`config.mk`:
```
export PLATFORM = sky130hd
export DESIGN_NAME = vjtag_reg_bank
export DESIGN_NICKNAME = d
export VERILOG_FILES = /design/src/rtl/vjtag_pkg.sv /design/src/rtl/vjtag_shift_chain.sv /design/src/rtl/vjtag_reg_bank.sv
export SDC_FILE = /design/constraint.sdc
export NUM_CORES = 1
export LEC_CHECK = 0
export ABC_AREA = 1
export CAP_MARGIN = 15
export CORE_ASPECT_RATIO = 2
export CORE_MARGIN = 5
export CORE_UTILIZATION = 58
export DETAILED_ROUTE_END_ITERATION = 10
export GPL_TIMING_DRIVEN = 0
export PLACE_DENSITY = 0.94
export SLEW_MARGIN = 20
export SYNTH_ARGS = -nofsm -noshare
export SYNTH_HDL_FRONTEND = slang
export SYNTH_SLANG_ARGS = --single-unit
```
`constraint.sdc`:
```
create_clock -name tck -period 4.55 [get_ports tck]
set_clock_uncertainty 0.05 [all_clocks]
set_input_delay 0.455 -clock tck [delete_from_list [all_inputs] [get_ports tck]]
set_output_delay 0.455 -clock tck [all_outputs]
set_load 0.05 [all_outputs]
```
`src/rtl/vjtag_pkg.sv`:
```
// Shared definitions for the virtual-JTAG register bank: IR codes, decoded op
// type and the STATUS capture word layout.
package vjtag_pkg;

  localparam int unsigned IR_BYPASS    = 0;
  localparam int unsigned IR_ADDR      = 1;
  localparam int unsigned IR_WRITE     = 2;
  localparam int unsigned IR_READ      = 3;
  localparam int unsigned IR_WRITE_INC = 4;
  localparam int unsigned IR_STATUS    = 5;

  // Widest data chain the status helper can lay out.
  localparam int unsigned STAT_MAX_W = 64;

  typedef enum logic [2:0] {
    OP_BYPASS    = 3'd0,
    OP_ADDR      = 3'd1,
    OP_WRITE     = 3'd2,
    OP_READ      = 3'd3,
    OP_WRITE_INC = 3'd4,
    OP_STATUS    = 3'd5
  } vjtag_op_e;

  // Status word: error flag in the chain MSB, write count in the bits below it.
  function automatic logic [STAT_MAX_W-1:0] status_word(
    input logic                  err_flag,
    input logic [STAT_MAX_W-1:0] wr_cnt,
    input int unsigned           dw
  );
    logic [STAT_MAX_W-1:0] w;
    w = '0;
    for (int unsigned i = 0; i < STAT_MAX_W; i++) begin
      if (i + 1 < dw)       w[i] = wr_cnt[i];
      else if (i + 1 == dw) w[i] = err_flag;
    end
    return w;
  endfunction

endpackage

```
`src/rtl/vjtag_shift_chain.sv`:
```
// Width-W capture/shift register, shifting LSB first; q[0] is the serial-out tap.
module vjtag_shift_chain #(
  parameter int unsigned W = 8
) (
  input  logic         tck,
  input  logic         rst_n,
  input  logic         cap_en,
  input  logic [W-1:0] cap_val,
  input  logic         shift_en,
  input  logic         tdi,
  output logic [W-1:0] q
);

  logic [W-1:0] sr_q, sr_d, shifted;

  generate
    if (W == 1) begin : g_one
      assign shifted = tdi;
    end else begin : g_wide
      assign shifted = {tdi, sr_q[W-1:1]};
    end
  endgenerate

  // Capture takes priority over shift; the parent already masks both on update.
  always_comb begin
    sr_d = sr_q;
    if (cap_en)        sr_d = cap_val;
    else if (shift_en) sr_d = shifted;
  end

  always_ff @(posedge tck or negedge rst_n) begin
    if (!rst_n) sr_q <= '0;
    else        sr_q <= sr_d;
  end

  assign q = sr_q;

endmodule

```
`src/rtl/vjtag_reg_bank.sv`:
```
// Virtual-JTAG register bank: addressable host-writable registers with read-back,
// auto-increment writes, bypass and a sticky status/error register.
module vjtag_reg_bank
  import vjtag_pkg::*;
#(
  parameter int unsigned DATA_W   = 8,
  parameter int unsigned NUM_REGS = 4,
  parameter int unsigned IR_W     = 3
) (
  input  logic                       tck,
  input  logic                       rst_n,
  input  logic [IR_W-1:0]            ir_in,
  input  logic                       tdi,
  input  logic                       v_cdr,
  input  logic                       v_sdr,
  input  logic                       v_udr,
  output logic                       tdo,
  output logic [NUM_REGS*DATA_W-1:0] data_regs,
  output logic [NUM_REGS-1:0]        wr_stb,
  output logic                       err
);

  localparam int unsigned ADDR_W = $clog2(NUM_REGS);
  localparam int unsigned AW1    = ADDR_W + 1;
  localparam int unsigned CNT_W  = DATA_W - 1;
  localparam logic [AW1-1:0] NREGS_C = AW1'(NUM_REGS);

  vjtag_op_e op;

  logic [DATA_W-1:0] data_sr, data_cap, rd_data;
  logic [ADDR_W-1:0] addr_sr;
  logic [0:0]        byp_sr;
  logic              cap_en, sh_en, data_act, addr_act, byp_act, addr_ok;

  logic [DATA_W-1:0]   regs_q [NUM_REGS];
  logic [DATA_W-1:0]   regs_d [NUM_REGS];
  logic [ADDR_W-1:0]   addr_q, addr_d;
  logic [NUM_REGS-1:0] wr_stb_q, wr_stb_d;
  logic                err_q, err_d;
  logic [CNT_W-1:0]    cnt_q, cnt_d;

  // Unused instruction codes fall back to BYPASS.
  always_comb begin
    op = OP_BYPASS;
    if      (ir_in == IR_W'(IR_ADDR))      op = OP_ADDR;
    else if (ir_in == IR_W'(IR_WRITE))     op = OP_WRITE;
    else if (ir_in == IR_W'(IR_READ))      op = OP_READ;
    else if (ir_in == IR_W'(IR_WRITE_INC)) op = OP_WRITE_INC;
    else if (ir_in == IR_W'(IR_STATUS))    op = OP_STATUS;
  end

  // Update beats capture beats shift when strobes overlap.
  assign cap_en   = v_cdr & ~v_udr;
  assign sh_en    = v_sdr & ~v_udr & ~v_cdr;
  assign byp_act  = (op == OP_BYPASS);
  assign addr_act = (op == OP_ADDR);
  assign data_act = !byp_act && !addr_act;
  assign addr_ok  = {1'b0, addr_q} < NREGS_C;

  always_comb begin
    rd_data = '0;
    for (int unsigned i = 0; i < NUM_REGS; i++) begin
      if (addr_q == ADDR_W'(i)) rd_data = regs_q[i];
    end
  end

  always_comb begin
    data_cap = '0;
    case (op)
      OP_READ:   data_cap = rd_data;
      OP_STATUS: data_cap = DATA_W'(status_word(err_q, STAT_MAX_W'(cnt_q), DATA_W));
      default:   data_cap = '0;
    endcase
  end

  vjtag_shift_chain #(.W(DATA_W)) u_data_chain (
    .tck      (tck),
    .rst_n    (rst_n),
    .cap_en   (cap_en & data_act),
    .cap_val  (data_cap),
    .shift_en (sh_en & data_act),
    .tdi      (tdi),
    .q        (data_sr)
  );

  vjtag_shift_chain #(.W(ADDR_W)) u_addr_chain (
    .tck      (tck),
    .rst_n    (rst_n),
    .cap_en   (cap_en & addr_act),
    .cap_val  (addr_q),
    .shift_en (sh_en & addr_act),
    .tdi      (tdi),
    .q        (addr_sr)
  );

  vjtag_shift_chain #(.W(1)) u_byp_chain (
    .tck      (tck),
    .rst_n    (rst_n),
    .cap_en   (cap_en & byp_act),
    .cap_val  (1'b0),
    .shift_en (sh_en & byp_act),
    .tdi      (tdi),
    .q        (byp_sr)
  );

  // Update-DR commit: register writes, address moves and status bookkeeping.
  always_comb begin
    regs_d   = regs_q;
    wr_stb_d = '0;
    addr_d   = addr_q;
    err_d    = err_q;
    cnt_d    = cnt_q;
    if (v_udr) begin
      case (op)
        OP_ADDR: addr_d = addr_sr;
        OP_WRITE, OP_WRITE_INC: begin
          if (addr_ok) begin
            for (int unsigned i = 0; i < NUM_REGS; i++) begin
              if (addr_q == ADDR_W'(i)) begin
                regs_d[i]   = data_sr;
                wr_stb_d[i] = 1'b1;
              end
            end
            if (!(&cnt_q)) cnt_d = cnt_q + CNT_W'(1);
            if (op == OP_WRITE_INC) begin
              addr_d = (addr_q == ADDR_W'(NUM_REGS - 1)) ? '0 : addr_q + ADDR_W'(1);
            end
          end else begin
            err_d = 1'b1;
            if (op == OP_WRITE_INC) addr_d = '0;
          end
        end
        OP_READ: if (!addr_ok) err_d = 1'b1;
        OP_STATUS: begin
          err_d = 1'b0;
          cnt_d = '0;
        end
        default: ;
      endcase
    end
  end

  always_ff @(posedge tck or negedge rst_n) begin
    if (!rst_n) begin
      regs_q   <= '{default: '0};
      wr_stb_q <= '0;
      addr_q   <= '0;
      err_q    <= 1'b0;
      cnt_q    <= '0;
    end else begin
      regs_q   <= regs_d;
      wr_stb_q <= wr_stb_d;
      addr_q   <= addr_d;
      err_q    <= err_d;
      cnt_q    <= cnt_d;
    end
  end

  always_comb begin
    case (op)
      OP_BYPASS: tdo = byp_sr[0];
      OP_ADDR:   tdo = addr_sr[0];
      default:   tdo = data_sr[0];
    endcase
  end

  always_comb begin
    data_regs = '0;
    for (int unsigned i = 0; i < NUM_REGS; i++) begin
      data_regs[i*DATA_W +: DATA_W] = regs_q[i];
    end
  end

  assign wr_stb = wr_stb_q;
  assign err    = err_q;

endmodule
```
==> results of run 1 <==
registers in the layout (all words and copies together), names as in the netlist:
| register | count |
|---|---|
| addr_q | 2 |
| cnt_q | 7 |
| data_regs | 32 |
| u_addr_chain.q | 2 |
| u_byp_chain.q | 1 |
| u_data_chain.q | 8 |
| wr_stb | 4 |
power by group through the flow:
stage	Combinational, mW	Sequential (mW)	Clock, mW
6_report	1.21	0.838	0.285
4_1_cts	1.21	0.830	0.284
3_5_place_dp	1.20	0.840	0
2_1_floorplan	0.414	1.21	0
5_1_grt	1.30	0.856	0.303
3_3_place_gp	1.17	0.831	0
cell families (layout without fill, tap and decap cells):
kind of cell,count (synthesis),after routing,synth area share [%]
flip-flops,56,56,45.4
AO/OA/AOI/OAI,57,57,10.9
buffers and inverters,57,110,8.31
AND/OR/NAND/NOR,238,238,32.3
adder cells (fa/ha/maj),5,5,2.03
XOR/XNOR,3,3,0.851
other,1,1,0.121
per-layer routing:
metal  vias up  GRT usage (%)
met5         -              0
met4         0           15.3
met3        33           4.34
met2       112           41.8
met1      1363           28.3
li1       1398              -
worst paths after layout:
check	from	end	slack (ps)	cells after the start
max	ir_in[1]	tdo	1540	8
min	rst_n	data_regs[28]$_DFFE_PN0P_	120	1
max reg2reg	addr_q[1]$_DFFE_PN0P_	u_data_chain.q[7]$_DFFE_PN0P_	2660	8
min reg2reg	u_data_chain.q[3]$_DFFE_PN0P_	u_data_chain.q[3]$_DFFE_PN0P_	440	2
max in group asynchronous	rst_n	u_byp_chain.q$_DFFE_PN0P_	3850	1
min in group tck	u_data_chain.q[3]$_DFFE_PN0P_	u_data_chain.q[3]$_DFFE_PN0P_	440	2
cells in the mapped netlist:
cell	n	area share [%]
xnor2_1	1	0.28
inv_2	3	0.36
or2_2	1	0.20
nand4_1	1	0.20
ha_1	5	2.0
nand2_1	160	19
dfrtp_1	56	45
o21ai_0	4	0.65
o211ai_1	2	0.49
buf_6	4	1.5
inv_1	41	5.0
nand3_1	18	2.9
nand2_4	6	2.2
clkinv_1	1	0.12
buf_4	1	0.24
xor2_1	2	0.57
o21ai_1	20	3.2
nor2_8	1	0.65
nor2_1	45	5.5
o21bai_1	1	0.24
o21ai_2	12	3.4
nand3_2	1	0.32
buf_2	7	1.1
conb_1	1	0.12
a21oi_1	18	2.9
nand2_2	3	0.61
nor3_1	2	0.32
critical path, delay by kind of cell:
family                 cells  cell delay [ps]
buffers and inverters      3             1530
and+or+nand+nor            5              520
layout make-up:
cell class                 count  area, um2
clock buffer                   5       68.8
timing repair buffer          45        448
multi-input combinational    304       1430
clock inverter                 3       21.3
sequential                    56       1400
buffer                        12       87.6
inverter                      45        169
fill                         396       1490
tap                           58       72.6
==> flow_summary.json, run 1 <==
{
  "outcome": "completed",
  "synth_cell_types": 27,
  "critical_path_required_ps": 4050,
  "wl_met2_mm": 4.42,
  "hold_viol": 0,
  "fin_ws_ps": 1540,
  "end_kind": "output port",
  "slew_violations": 0,
  "routedWlPerCell_um": 15.2,
  "p_per_area_mw_per_mm2": 631,
  "crit_arrival_ps": 2500,
  "drcViolationCount": 0,
  "fp.dieArea_mm2": 0.00697,
  "drive_above_1_share_pct": 10.2,
  "num_io_pins": 47,
  "cts_root_buf": "clkbuf_8",
  "synth_warnings": 0,
  "clock_path_buffers": 2,
  "yosysSeqAreaShare_pct": 45.4,
  "cap_violations": 0,
  "setup-tns-final_ps": 0,
  "final_cells": 528,
  "rsz0062_at_grt": "false",
  "syn_area_mm2": 0.00309,
  "critical_path.slowest_cell": "clkdlybuf4s50_1",
  "worst_slew_pin_slew_ps": 712,
  "final_cell_mix": "160 x nand2_1, 56 x dfrtp_1, 45 x nor2_1, 44 x clkdlybuf4s50_1, 41 x inv_1",
  "antenna_left": 0,
  "cts_resized": 0,
  "h-tree-depth": 2,
  "cp_cell_sequence": "clkdlybuf4s50_1, inv_2, nand2_2, nand2_4, nor2_1, nand2_1, nand3_1, clkdlybuf4s50_1",
  "synthCells": 417,
  "m1WireLength_mm": 2.82,
  "cts_hold_buf": 0,
  "layout_min_cycle_time_ps": 3010,
  "place.gp.congestion": 0.951,
  "ir_worst_vdd_mv": 0.582,
  "top_layer": "met4",
  "via_per_inst": 5.50,
  "wl_mm": 8.03,
  "grt_pass1_vias": 2877,
  "crit_top_cell": "clkdlybuf4s50_1",
  "post_cts.repair.setup_buffers": 0,
  "p_int_mw": 1.16,
  "area_delta_synth_final_pct": 19.8,
  "dr.first_iter.drc_count": 227,
  "grt_pass1_wl_mm": 13.4,
  "clk_pin_slew_ps": 100,
  "comb_power_share_pct": 51.9,
  "final_common_cell": "nand2_1",
  "clkLatencyLatePin_ps": 320,
  "power.total_mw": 2.33,
  "initial_core_util_pct": 59.5,
  "setup_viol": 0,
  "core_mm2": 0.00518,
  "numCtsBuffers": 5,
  "utilization_pct": 71.3,
  "fin_area_mm2": 0.00370,
  "row_count": 37,
  "p_sw_mw": 1.17,
  "syn_area_per_cell_um2": 7.40,
  "num_vias": 2906,
  "chipWidth_um": 61.6,
  "grt_usage_pct": 25.1,
  "wl_met3_um": 381,
  "grt_max_degree": 57,
  "antenna_found_initial": 0,
  "place_ws_ps": 1570,
  "hp-class": "in2async",
  "p_leak_nw": 1.96,
  "port_buffers": 45,
  "fp.dieH_um": 113,
  "period_share_pct": 66.1,
  "syn_nets": 431,
  "drtPass1Iterations": 5,
  "switching_share_pct": 50.3,
  "clkPwrFrac_pct": 12.2,
  "worstPathMaxFanout": 7,
  "dpl.hpwl_mm": 6.01,
  "start_kind": "primary input",
  "crit_type": "in2out",
  "hold_slack_ps": 122,
  "cpPeakStageDelay_ps": 810,
  "cts_tree": "done",
  "seqPwrFrac_pct": 35.9,
  "slew_headroom_pct": 52.5,
  "post_dp_cell_area_mm2": 0.00361,
  "synth-seq-cells": 56,
  "grt.overflow.total": 0,
  "clock-sinks": 56,
  "max_freq_ghz": 0.333,
  "layout.nets": 483,
  "diodes": 0,
  "placed_cells": 520
}
Note: power is estimated with default switching activity, not from simulation.
==> inputs of run 2 (changes only) <==
CORE_UTILIZATION = 49   (was 58)
PLACE_DENSITY = 0.85   (was 0.94)
clock period = 2.65 ns   (was 4.55 ns; I/O delays follow)
==> flow_summary.json, run 2 (same netlist as run 1, synthesis figures left out) <==
{
  "wl_mm": 7.53,
  "layout_min_cycle_time_ps": 2180,
  "start_kind": "primary input",
  "hold_path_end": "u_byp_chain.q$_DFFE_PN0P_",
  "slew_violations": 0,
  "num_vias": 2798,
  "fillers": 547,
  "fin_ws_ps": 473,
  "holdCritStartpoint": "u_byp_chain.q$_DFFE_PN0P_",
  "grt_max_degree": 57,
  "critical_path_required_ps": 2340,
  "num_io_pins": 47,
  "crit_arrival_ps": 1860,
  "final_common_cell": "nand2_1",
  "row_count": 41,
  "layout.nets": 484,
  "dpl.hpwl_mm": 5.56,
  "reg2reg_to": "u_data_chain.q[7]$_DFFE_PN0P_",
  "critical_path.slowest_cell": "clkdlybuf4s50_1",
  "antenna_found_initial": 0,
  "fp.dieArea_mm2": 0.00808,
  "initial_core_util_pct": 49.7,
  "setup_viol": 0,
  "routedWlPerCell_um": 13.5,
  "port_buffers": 45,
  "cap_violations": 0,
  "grt_pass1_wl_mm": 12.9,
  "drive_above_1_share_pct": 10.0,
  "grt_usage_pct": 20.5,
  "diodes": 0,
  "largest_register_ffs": 32,
  "p_per_area_mw_per_mm2": 1090,
  "area_delta_synth_final_pct": 22.9,
  "crit_type": "in2out",
  "clkLatencyLatePin_ps": 290,
  "max_freq_ghz": 0.459,
  "hold_depth": 2,
  "grt.overflow.total": 0,
  "place.gp.congestion": 0.903,
  "worst_slew_pin_slew_ps": 692,
  "rsz0062_at_grt": "false",
  "worstPathMaxFanout": 7,
  "via_per_inst": 5.03,
  "p_leak_nw": 2.00,
  "chipWidth_um": 66.1,
  "place_ws_ps": 67.6,
  "clock_path_buffers": 2,
  "rr_worst_depth": 8,
  "dr.first_iter.drc_count": 208,
  "hold_viol": 0,
  "clock-sinks": 56,
  "core_mm2": 0.00621,
  "h-tree-depth": 2,
  "antenna_left": 0,
  "cts_root_buf": "clkbuf_16",
  "period_share_pct": 82.2,
  "drcViolationCount": 0,
  "utilization_pct": 61.1,
  "cp_cell_sequence": "clkdlybuf4s50_1, inv_2, nand2_2, nand2_4, nor2_1, nand2_1, nand3_1, dlymetal6s2s_1",
  "ir_worst_vdd_mv": 0.794,
  "numCtsBuffers": 5,
  "rrSetupSlack_ps": 820,
  "hp-class": "reg2reg",
  "drtPass1Iterations": 5,
  "clk_pin_slew_ps": 70,
  "cts_tree": "done",
  "final_cell_mix": "160 x nand2_1, 56 x dfrtp_1, 45 x nor2_1, 43 x clkdlybuf4s50_1, 41 x inv_1",
  "grt_pass1_vias": 2735,
  "outcome": "completed",
  "timing.rr.start": "addr_q[1]$_DFFE_PN0P_",
  "fp.dieH_um": 122,
  "slew_headroom_pct": 53.9,
  "end_kind": "output port",
  "cpPeakStageDelay_ps": 610,
  "post_cts.repair.setup_buffers": 0
}
## run 2: cell count changes in the layout (fill, tap and decap cells not counted), sizes merged
| cell | previous run | this run |
|---|---|---|
| inv | 45 | 44 |
| dlymetal6s2s | 0 | 1 |
| dlygate4sd3 | 0 | 1 |
| clkdlybuf4s50 | 44 | 43 |
## run 2: worst max-delay path: cells and delay by family
kind | cells | cell delay [ps]
buffers and inverters | 3 | 1120
and+or+nand+nor | 5 | 480
## run 2: layout make-up
class / instances / area (um2) / area share, %
Clock buffer: 5 / 125 / 3.30
Multi-Input combinational cell: 304 / 1430 / 37.7
Timing Repair Buffer: 46 / 460 / 12.1
Inverter: 45 / 169 / 4.45
Tap cell: 86 / 108 / 2.84
Sequential cell: 56 / 1400 / 37.0
Buffer: 12 / 87.6 / 2.31
Clock inverter: 2 / 12.5 / 0.330
## run 2: worst max-delay path by stage
stage | start | end | slack (ps) | cells after the start
floorplan | addr_q[1]$_DFFE_PN0P_ | u_data_chain.q[7]$_DFFE_PN0P_ | 1080 | 8
global route | ir_in[1] | tdo | 330 | 8
global placement | rst_n | u_byp_chain.q$_DFFE_PN0P_ | -390 | 1
finish | ir_in[1] | tdo | 470 | 8
detailed placement | ir_in[1] | tdo | 70 | 8
CTS | ir_in[1] | tdo | 70 | 8
## run 2: routing by layer
| metal | part of all wire [%] | GRT usage, % | up-vias |
|---|---|---|---|
| met2 | 49 | 32.9 | 98 |
| met4 | 2.8 | 7.89 | 0 |
| met1 | 43 | 27.6 | 1283 |
| li1 | - | - | 1399 |
| met5 | 0 | 0 | - |
| met3 | 5.1 | 3.21 | 18 |
## run 2: where the power goes
| part | switching [mW] | internal [mW] |
|---|---|---|
| clock | 0.297 | 0.344 |
| sequential | 0.284 | 1.14 |
| combinational | 1.39 | 0.663 |
## run 2: per-stage QoR
stage	hold slack (ps)	TNS (ps)	total power, mW	instances	cell area (um2)
final	426	0	4.13	556	3790
after global routing	468	0	4.37	556	3790
after CTS	431	0	4.13	556	3790
after detailed placement	303	0	3.49	548	3640
after global placement	407	-21720	3.44	548	3640
after floorplan	-80.6	0	2.78	417	3090
## run 2: timing repair
item | 4_1_cts | 5_1_grt
endpoints found under the hold margin | 45 | 0
resized for setup | 0 | 1
hold buffers | 1 | 0
setup endpoints to repair | 0 | 1
